$ cat config.mk
export PLATFORM = sky130hd
export DESIGN_NAME = merge_data_stream
export DESIGN_NICKNAME = d
export VERILOG_FILES = /design/src/rtl/merge_pkg.sv /design/src/rtl/sipo_shift.sv /design/src/rtl/merge_data_stream.sv
export SDC_FILE = /design/constraint.sdc
export NUM_CORES = 1
export LEC_CHECK = 0
export CORE_AREA = 4 4 109 69
export CTS_BUF_LIST = sky130_fd_sc_hd__clkbuf_2 sky130_fd_sc_hd__clkbuf_4 sky130_fd_sc_hd__clkbuf_8
export DETAILED_ROUTE_END_ITERATION = 12
export DIE_AREA = 0 0 113 73
export GPL_TIMING_DRIVEN = 0
export MAX_ROUTING_LAYER = met4
export PLACE_DENSITY = 0.67
export SLEW_MARGIN = 20
export SYNTH_ARGS = -nofsm -noshare
export SYNTH_HDL_FRONTEND = slang
export SYNTH_SLANG_ARGS = --single-unit
$ cat constraint.sdc
create_clock -name clk -period 3.7 [get_ports clk]
set_clock_uncertainty 0.2 [all_clocks]
set_input_delay 0.74 -clock clk [delete_from_list [all_inputs] [get_ports clk]]
set_output_delay 0.74 -clock clk [all_outputs]
set_load 0.05 [all_outputs]
$ cat src/rtl/merge_pkg.sv
// Shared definitions for the serial-to-parallel word assembler.
package merge_pkg;

    localparam int MSB_FIRST_MODE = 0;
    localparam int LSB_FIRST_MODE = 1;

    localparam int CH_W_MAX = 4;
    typedef logic [CH_W_MAX-1:0] ch_idx_t;

    function automatic int clog2_min1(input int n);
        return (n <= 2) ? 1 : $clog2(n);
    endfunction

endpackage

$ cat src/rtl/sipo_shift.sv
// Shift register, bit counter and completion strobe for one serial word.
module sipo_shift
    import merge_pkg::*;
#(
    parameter int WORD_W    = 32,
    parameter int LSB_FIRST = MSB_FIRST_MODE
) (
    input  logic              clk,
    input  logic              rst,
    input  logic              bit_i,
    input  logic              bit_valid_i,
    input  logic              sync_i,
    output logic              done_o,
    output logic [WORD_W-1:0] word_o
);

    localparam int CNT_W = clog2_min1(WORD_W);

    logic [CNT_W-1:0]  cnt_q, cnt_d;
    logic [WORD_W-1:0] shift_q, shift_d;
    logic              last_bit;

    always_comb begin
        shift_d  = shift_q;
        cnt_d    = cnt_q;
        last_bit = (cnt_q == CNT_W'(WORD_W - 1));
        if (bit_valid_i) begin
            if (LSB_FIRST == LSB_FIRST_MODE)
                shift_d = {bit_i, shift_q[WORD_W-1:1]};
            else
                shift_d = {shift_q[WORD_W-2:0], bit_i};
        end
        // sync realigns; a coincident bit becomes bit 0 of the new word
        if (sync_i)
            cnt_d = bit_valid_i ? CNT_W'(1) : '0;
        else if (bit_valid_i)
            cnt_d = last_bit ? '0 : cnt_q + CNT_W'(1);
        done_o = bit_valid_i && last_bit && !sync_i;
        word_o = shift_d;
    end

    always_ff @(posedge clk or posedge rst) begin
        if (rst) begin
            cnt_q   <= '0;
            shift_q <= '0;
        end else begin
            cnt_q   <= cnt_d;
            shift_q <= shift_d;
        end
    end

endmodule

$ cat src/rtl/merge_data_stream.sv
// Serial-to-parallel word assembler with channel tagging, valid/ready output and sticky overflow.
module merge_data_stream
    import merge_pkg::*;
#(
    parameter  int WORD_W    = 32,
    parameter  int NUM_CH    = 2,
    parameter  int LSB_FIRST = MSB_FIRST_MODE,
    localparam int CH_W      = clog2_min1(NUM_CH)
) (
    input  logic                     clk,
    input  logic                     rst,
    input  logic                     bit_i,
    input  logic                     bit_valid_i,
    input  logic                     sync_i,
    output logic signed [WORD_W-1:0] word_o,
    output logic [CH_W-1:0]          ch_o,
    output logic                     valid_o,
    input  logic                     ready_i,
    output logic                     overflow_o,
    input  logic                     ovf_clr_i
);

    logic              done;
    logic [WORD_W-1:0] shift_word;

    sipo_shift #(
        .WORD_W    (WORD_W),
        .LSB_FIRST (LSB_FIRST)
    ) u_sipo (
        .clk         (clk),
        .rst         (rst),
        .bit_i       (bit_i),
        .bit_valid_i (bit_valid_i),
        .sync_i      (sync_i),
        .done_o      (done),
        .word_o      (shift_word)
    );

    ch_idx_t           ch_cnt_q, ch_cnt_d;
    logic [WORD_W-1:0] word_q, word_d;
    logic [CH_W-1:0]   ch_q, ch_d;
    logic              valid_q, valid_d;
    logic              ovf_q, ovf_d;
    logic              load, drop;

    always_comb begin
        ch_cnt_d = ch_cnt_q;
        word_d   = word_q;
        ch_d     = ch_q;
        valid_d  = valid_q;
        ovf_d    = ovf_q;
        load     = done && (!valid_q || ready_i);
        drop     = done && valid_q && !ready_i;

        // channel advances even on drops so interleave alignment survives
        if (sync_i)
            ch_cnt_d = '0;
        else if (done)
            ch_cnt_d = (ch_cnt_q == ch_idx_t'(NUM_CH - 1)) ? '0 : ch_cnt_q + ch_idx_t'(1);

        if (load) begin
            word_d  = shift_word;
            ch_d    = ch_cnt_q[CH_W-1:0];
            valid_d = 1'b1;
        end else if (valid_q && ready_i) begin
            valid_d = 1'b0;
        end

        if (drop)
            ovf_d = 1'b1;
        else if (ovf_clr_i)
            ovf_d = 1'b0;
    end

    always_ff @(posedge clk or posedge rst) begin
        if (rst) begin
            ch_cnt_q <= '0;
            word_q   <= '0;
            ch_q     <= '0;
            valid_q  <= 1'b0;
            ovf_q    <= 1'b0;
        end else begin
            ch_cnt_q <= ch_cnt_d;
            word_q   <= word_d;
            ch_q     <= ch_d;
            valid_q  <= valid_d;
            ovf_q    <= ovf_d;
        end
    end

    assign word_o     = word_q;
    assign ch_o       = ch_q;
    assign valid_o    = valid_q;
    assign overflow_o = ovf_q;

endmodule

======== Yosys cells after proc, flatten, opt, wreduce, memory -nomap -nowiden ========
Index checks and enable logic that the tools add are counted.
word-level totals
  word-level logic and storage cells ...... 37
  register bits ........................... 76
  output and inout port bits .............. 35
  input port bits ......................... 7
operators by class
  multiplexer cells ....................... 12
  reductions and logical operators ........ 14
  $add $sub $neg .......................... 2
  equal/unequal tests ..................... 2
operators with widths
  operator                                                               number
  32-bit 2-to-1 mux                                                      1
  5-bit 2-to-1 mux                                                       3
  4-bit 2-to-1 mux                                                       3
  2-bit nonzero test                                                     4
  1-bit logical AND                                                      6
  5-bit by 1-bit adder with 5-bit output, second input constant          1
  5-bit equality test, second input constant                             1
  1-bit 2-to-1 mux                                                       5
  4-bit by 1-bit adder with 4-bit output, second input constant          1
  4-bit by 1-bit equality test with 1-bit output, second input constant  1
  1-bit logical NOT                                                      3
  1-bit logical OR                                                       1

======== Logic depth before layout (Yosys ltp) ========
Gate-level depths: netlist of run 1.
  depth in word-level cells ............... 6
  depth in mapped cells ................... 7
  depth with buffers taken out ............ 6

======== By module ========
From an unflattened synthesis of run 1, not the netlist that was laid out.
unflattened totals
  cells, all modules ...................... 197
  area, all modules ....................... 3,099.2 um^2
by module, submodules not included
  module             area an instance (um^2)  times used  seq. area each (um^2)  cells each
  merge_data_stream  1,641.6                  1           975.9                  100
  sipo_shift         1,457.6                  1           925.9                  97

======== Worst setup path after synthesis of run 1 ========
OpenSTA, ideal clock, no wires.
  kind .................................... register to register
  start ................................... register u_sipo.cnt_q[0]
  end ..................................... register ch_q (netlist: ch_o)
  cell stages (with the launch flop) ...... 8
  setup slack ............................. 1.456 ns
  required time ........................... 3.375 ns
  setup time .............................. 0.125 ns
  buffers on the path ..................... 1
  period minus slack after synthesis ...... 2.244 ns
  arrival time ............................ 1.919 ns
  cells stage by stage .................... dfrtp_1 > ha_1 > and3_1 > ha_1 > nand2_2 > nor3b_4 > buf_6 > mux2_2
on the way
  longest elaborated chain between the ends .. 4
ends and longest elaborated chain
  item                             RTL line                 text
  start, declared                  sipo_shift.sv:19         logic [CNT_W-1:0] cnt_q, cnt_d;
  start signal, assigned           sipo_shift.sv:47         cnt_q <= cnt_d;
  5-bit equality test              sipo_shift.sv:26         last_bit = (cnt_q == CNT_W'(WORD_W - 1));
  1-bit logical AND (2 in series)  sipo_shift.sv:38         done_o = bit_valid_i && last_bit && !sync_i;
  1-bit logical AND                merge_data_stream.sv:52  load = done && (!valid_q || ready_i);
  end signal, assigned             merge_data_stream.sv:85  ch_q <= ch_d;
  end, declared                    merge_data_stream.sv:41  logic [CH_W-1:0] ch_q, ch_d;
Every way passes these cells.
A chain may end at the register's enable or synchronous reset.

======== Final worst setup path of run 1 ========
  start ................................... register u_sipo.cnt_q[0]
  end ..................................... register word_q[18] (netlist: word_o[18])
on the way
  longest elaborated chain between the ends .. 4
ends and longest elaborated chain
  item                             RTL line                 text
  5-bit equality test              sipo_shift.sv:26
  1-bit logical AND (2 in series)  sipo_shift.sv:38
  1-bit logical AND                merge_data_stream.sv:52
  end signal, assigned             merge_data_stream.sv:84  word_q <= word_d;
  end, declared                    merge_data_stream.sv:40  logic [WORD_W-1:0] word_q, word_d;
Every way passes these cells.

==> impl_metrics.yaml, run 1 <==
clock_tree:
  clock_latency_ns: 0.34
  cts_tree: "built"
  ctsResizeCount: 0
  cts_hold_buf: 0
  cts_root_buffer: "clkbuf_8"
  cts_buffers: 9
  clkTransAtPathRegs_ns: 0.08
  htree_levels: 3
  clock-sinks: 76
  cts_setup_buffers: 0
  cts_buffer_depth: 2
die:
  core_mm2: 0.00653
  die_h_um: 73
  ios: 42
  die_x_um: 113
  die-area_mm2: 0.00825
  rows: 23
  initial_core_util_pct: 45.9
global_route:
  grt_max_degree: 43
  grt_usage_pct: 14.1
  grt_use_met1_pct: 19.7
  busiest_layer: "met1"
  grt_pass1_vias: 1753
  antenna_found_initial: 0
  grtUsageMet2_pct: 18.8
  grt_pass1_wl_mm: 8.72
  grtUsageMet3_pct: 4.97
  gr-total-overflow: 0
cells_and_area:
  diodes: 0
  drive_above_1_share_pct: 34.8
  finalNetCount: 261
  register_area_mm2: 0.00190
  post-route-cell-area_mm2: 0.00374
  n_fill_cell: 526
  mostFrequentLayoutCell: "dfrtp_1"
  mostFrequentLayoutCells: "76 x dfrtp_1, 63 x mux2_2, 41 x clkdlybuf4s50_1"
  fin_util_pct: 57.3
  area_growth_pct: 24.8
  fin_cells: 340
  multiInputGateArea_mm2: 0.00102
power:
  vdd_drop_max_uv: 196
  leakage_nw: 1.73
  powerDensity_mw_per_mm2: 511
  power_mw: 1.91
routing:
  drt-pass1-iter-count: 4
  remaining_drc_errors: 0
  vias: 1678
  drtAntennaViolNets: 0
  viasPerCell: 4.94
  wirelength_mm: 4.93
  drt_iter0_markers: 41
  wire_per_inst_um: 14.5
synthesis:
  synthCells: 197
  syn_nets: 208
  synthTopCellsByArea: "dfrtp_1 63%, mux2_2 24%, ha_1 1.7%"
  netlist_area_mm2: 0.00300
  synth-seq-cells: 76
  synth_cell_types: 27
  ys_warn_count: 0
  ys_seq_area_share_pct: 63.4
  avgSynthCellArea_um2: 15.2
  synth_top_cell_by_area: "dfrtp_1"
  netlist.area_leader.share_pct: 63.4
sta:
  hold_viol_final: 0
  drv_slew: 0
  layout_min_cycle_time_ns: 2.62
  timing.slew.headroom_pct: 65.1
  tns_ns: 0
  grt_setup_unrepaired: "false"
  worst_pin_slew_ns: 0.523
  timing.fmax_mhz: 382
  fin_crit_sh_pct: 70.8
  setup_viol: 0
setup_path:
  end_kind: "flop"
  r2r_cells: 7
  critPathKind: "reg -> reg"
  critPathLaunchType: "flop"
  cp_max_fo: 10
  worst-endpoint-arrival_ns: 2.64
  cp.required_ns: 3.72
place:
  dp_cells: 326
  placed_area_mm2: 0.00354
  hpwlAfterDp_mm: 3.37
  io_buffer_count: 41
  place.gp.congestion: 0.679
worst_hold_path:
  holdPathStages: 1
  hold_path.class: "reg -> reg"
status:
  outcome: "finished, final reports clean"
job:
  cap_violations: 0
-- cell families after synthesis --
kind of cell / synth area share, %
compound gates: 2.42
flops: 63.4
mux: 25.1
fa+ha+maj: 1.67
buf+inv: 2.59
simple gates: 4.80
-- path summary, 6_finish.rpt --
path | slack, ns | endpoint | from
worst max-delay path | 1.08 | word_o[18]$_DFFE_PP0P_ | u_sipo.cnt_q[0]$_DFFE_PP0P_
worst min-delay path | 0.29 | word_o[0]$_DFFE_PP0P_ | word_o[0]$_DFFE_PP0P_
min in group asynchronous | 0.59 | word_o[10]$_DFFE_PP0P_ | rst
worst max register to register | 1.08 | word_o[18]$_DFFE_PP0P_ | u_sipo.cnt_q[0]$_DFFE_PP0P_
max in group asynchronous | 2.14 | word_o[21]$_DFFE_PP0P_ | rst
worst min register to register | 0.29 | word_o[0]$_DFFE_PP0P_ | word_o[0]$_DFFE_PP0P_
-- metal layers --
| metal | share of wire, % | vias to the layer above |
|---|---|---|
| li1 | - | 800 |
| met1 | 51 | 829 |
| met2 | 42 | 40 |
| met3 | 5.0 | 9 |
| met4 | 1.5 | 0 |
| met5 | 0 | - |
-- flip-flops by register name, summed over array words and instances (netlist names) --
| name | count |
|---|---|
| u_sipo.cnt_q | 5 |
| valid_o | 1 |
| overflow_o | 1 |
| word_o | 32 |
| ch_cnt_q | 4 |
| ch_o | 1 |
| u_sipo.shift_q | 32 |
-- power by group --
part | switching [mW] | internal [mW]
Sequential | 0.0623 | 0.968
Combinational | 0.0964 | 0.126
Clock | 0.287 | 0.371
Total | 0.446 | 1.47
-- layout make-up --
type | count | share of cell area [%]
plain buffers | 8 | 1.67
multi-input cells | 109 | 27.2
clock inverters | 5 | 2.11
well taps | 87 | 2.91
repair buffers | 42 | 11.5
inverters | 4 | 0.468
clock buffers | 9 | 3.31
flip-flops and latches | 76 | 50.8
-- metrics by stage --
stage	hold slack, ns	setup WS (ns)
3_3_place_gp	0.266	-0.427
2_1_floorplan	0.269	0.822
5_1_grt	0.323	0.966
4_1_cts	0.295	1.08
3_5_place_dp	0.277	0.890
6_report	0.288	1.08
-- critical path, cell delays in order, from the launching register on --
cell	delay, ns
dfrtp_1	0.43
ha_1	0.21
and3_1	0.18
ha_1	0.31
nand2_2	0.19
nor3b_4	0.42
buf_6	0.22
mux2_2	0.34
-- cell usage after synthesis --
cell and instances:
nor2_1 3, a31oi_1 1, nand2_1 7, mux2_1 2, mux2_2 63, dfrtp_1 76, nor3b_1 1, or4_1 1
ha_1 4, nand2_2 1, nand3_1 3, buf_6 3, buf_4 2, clkbuf_1 1, and3_1 1, buf_2 2
nand3b_1 1, o21ai_0 4, inv_1 4, mux2i_1 2, or3_1 4, nor2b_1 1, o32ai_1 1, a21oi_1 6
o31ai_1 1, nor3b_4 1, nand2b_1 1
No activity file was read; power rests on OpenSTA's default activity.
==> run 2: changes to the inputs <==
- clock period: 3.7 -> 2.43 ns (I/O delays scaled with it)
==> run 2 against run 1 <==
Effect of this change: total power up 51%; sequential share of layout area is 1.1 points lower; maximum frequency increased by 14%; flip-flop and latch count unchanged; utilization up 1.2 points; die area unchanged; first-iteration DRC count is 98% higher; design area rose by 2.1%; clock power up 46%; combinational power up 59%; clock-buffer cell count is 2 higher; setup slack worse by 0.94 ns.
==> impl_metrics.yaml, run 2 (synthesis gave the netlist of run 1 again) <==
status:
  outcome: "finished, final reports clean"
setup_path:
  crit_chain: "ha_1 -> and3_1 -> ha_4 -> nand2_4 -> nor3b_4 -> buf_4 -> buf_6 -> mux2_2"
  crit_start: "u_sipo.cnt_q[1]$_DFFE_PP0P_"
  cp.required_ns: 2.44
  end_kind: "flop"
  r2r_cells: 8
  critPathSlowestCell: "dfrtp_1"
  r2r-start: "u_sipo.cnt_q[1]$_DFFE_PP0P_"
  cp_max_fo: 10
  critPathLaunchType: "flop"
  cpPeakStageDelay_ns: 0.40
  r2r-end: "word_o[20]$_DFFE_PP0P_"
  worst-endpoint-arrival_ns: 2.31
  endpoint: "word_o[20]$_DFFE_PP0P_"
  rrSetupSlack_ns: 0.14
  critPathKind: "reg -> reg"
global_route:
  grt_pass1_vias: 1811
  grt_usage_pct: 13.9
  grt_max_degree: 30
  gr-total-overflow: 0
  antenna_found_initial: 0
  grt_pass1_wl_mm: 8.69
die:
  initial_core_util_pct: 45.9
  die_x_um: 113
  rows: 23
  ios: 42
  die_h_um: 73
  core_mm2: 0.00653
  die-area_mm2: 0.00825
power:
  leakage_nw: 1.76
  powerDensity_mw_per_mm2: 755
  pwr-share-seq_pct: 54.5
  p_sw_mw: 0.697
  p_int_mw: 2.19
  vdd_drop_max_uv: 408
  p_clk_share_pct: 33.2
  comb_power_share_pct: 12.3
  switching_share_pct: 24.1
clock_tree:
  clock-sinks: 76
  cts_tree: "built"
  cts_root_buffer: "clkbuf_8"
  cts_buffers: 9
  cts_buffer_depth: 2
  clkTransAtPathRegs_ns: 0.08
  htree_levels: 3
  cts_hold_buf: 0
  clock_latency_ns: 0.33
sta:
  layout_setup_ws_ns: 0.138
  drv_slew: 0
  grt_setup_unrepaired: "false"
  tns_ns: 0
  worst_pin_slew_ns: 0.513
  timing.fmax_mhz: 436
  timing.slew.headroom_pct: 65.7
  hold_viol_final: 0
  fin_crit_sh_pct: 94.3
  setup_viol: 0
  layout_min_cycle_time_ns: 2.29
cells_and_area:
  finalNetCount: 267
  area_growth_pct: 27.5
  mostFrequentLayoutCell: "dfrtp_1"
  fin_util_pct: 58.5
  n_fill_cell: 538
  diodes: 0
  post-route-cell-area_mm2: 0.00382
  drive_above_1_share_pct: 37.2
  mostFrequentLayoutCells: "76 x dfrtp_1, 63 x mux2_2, 41 x clkdlybuf4s50_1"
routing:
  drt-pass1-iter-count: 4
  drt_iter0_markers: 81
  vias: 1726
  viasPerCell: 4.96
  wirelength_mm: 4.93
  wire_per_inst_um: 14.2
  remaining_drc_errors: 0
  drtAntennaViolNets: 0
worst_hold_path:
  hold_path.class: "reg -> reg"
place:
  placed_area_mm2: 0.00356
  place.gp.congestion: 0.719
  dpl_worst_slack_ns: -0.134
  io_buffer_count: 41
  hpwlAfterDp_mm: 3.46
job:
  cap_violations: 0
[run 2: cell types whose count changed in the layout (fill, tap and decap cells not counted), sizes merged]
cell,previous run,this run
buf,8,14
clkbuf,10,12
clkinv,3,1
inv,4,3
bufinv,2,1
clkinvlp,0,4
[run 2: worst min-delay path by stage]
stage / startpoint / endpoint / slack (ns) / cells past startpoint
final: word_o[0]$_DFFE_PP0P_ / word_o[0]$_DFFE_PP0P_ / 0.30 / 1
after CTS: word_o[31]$_DFFE_PP0P_ / word_o[31]$_DFFE_PP0P_ / 0.30 / 1
after floorplan: u_sipo.shift_q[31]$_DFF_PP0_ / u_sipo.shift_q[31]$_DFF_PP0_ / 0.27 / 1
after global routing: word_o[31]$_DFFE_PP0P_ / word_o[31]$_DFFE_PP0P_ / 0.31 / 1
after detailed placement: word_o[31]$_DFFE_PP0P_ / word_o[31]$_DFFE_PP0P_ / 0.28 / 1
after global placement: word_o[31]$_DFFE_PP0P_ / word_o[31]$_DFFE_PP0P_ / 0.27 / 1
[run 2: per-stage QoR]
stage	hold slack [ns]	power (mW)	cells
floorplan	0.269	1.84	197
global placement	0.267	1.93	325
detailed placement	0.282	1.95	327
CTS	0.301	2.92	345
global route	0.307	3.05	348
finish	0.296	2.89	348
[run 2: area by class of cell]
type | count | area, um^2 | area share, %
timing repair buffer | 48 | 488 | 12.8
buffer | 8 | 62.6 | 1.64
tap | 87 | 109 | 2.85
clock buffer | 11 | 145 | 3.80
clock inverter | 5 | 61.3 | 1.60
inverter | 4 | 18.8 | 0.491
multi-input combinational | 109 | 1040 | 27.1
sequential | 76 | 1900 | 49.8
[run 2: critical path, delay by kind of cell, from the launching register on]
| kind | cells | cell delay, ns |
|---|---|---|
| adder cells (fa/ha/maj) | 2 | 0.40 |
| buffers and inverters | 2 | 0.33 |
| flip-flops | 1 | 0.40 |
| multiplexers | 1 | 0.34 |
| AND/OR/NAND/NOR | 3 | 0.49 |
[run 2: power groups by stage]
stage | sequential (mW) | combinational, mW | clock [mW]
after floorplan | 1.56 | 0.275 | 0
after global placement | 1.59 | 0.336 | 0
after detailed placement | 1.60 | 0.352 | 0
after CTS | 1.57 | 0.353 | 0.994
after global routing | 1.60 | 0.396 | 1.05
final | 1.57 | 0.354 | 0.959
[run 2: routing by layer]
| metal | GRT usage [%] | wire (um) | vias up |
|---|---|---|---|
| met5 | - | 0 | - |
| met4 | 4.00 | 29 | 0 |
| met3 | 5.14 | 226 | 4 |
| met2 | 20.5 | 2200 | 40 |
| met1 | 18.1 | 2470 | 869 |
| li1 | - | - | 813 |
[run 2: timing repair]
item / 4_1_cts / 5_1_grt
pin swaps: 1 / 0
hold endpoints to repair: 0 / 0
gates cloned: 0 / 0
gates resized for setup: 1 / 2
endpoints found under the setup margin: 30 / 32
buffers inserted: 2 / 3
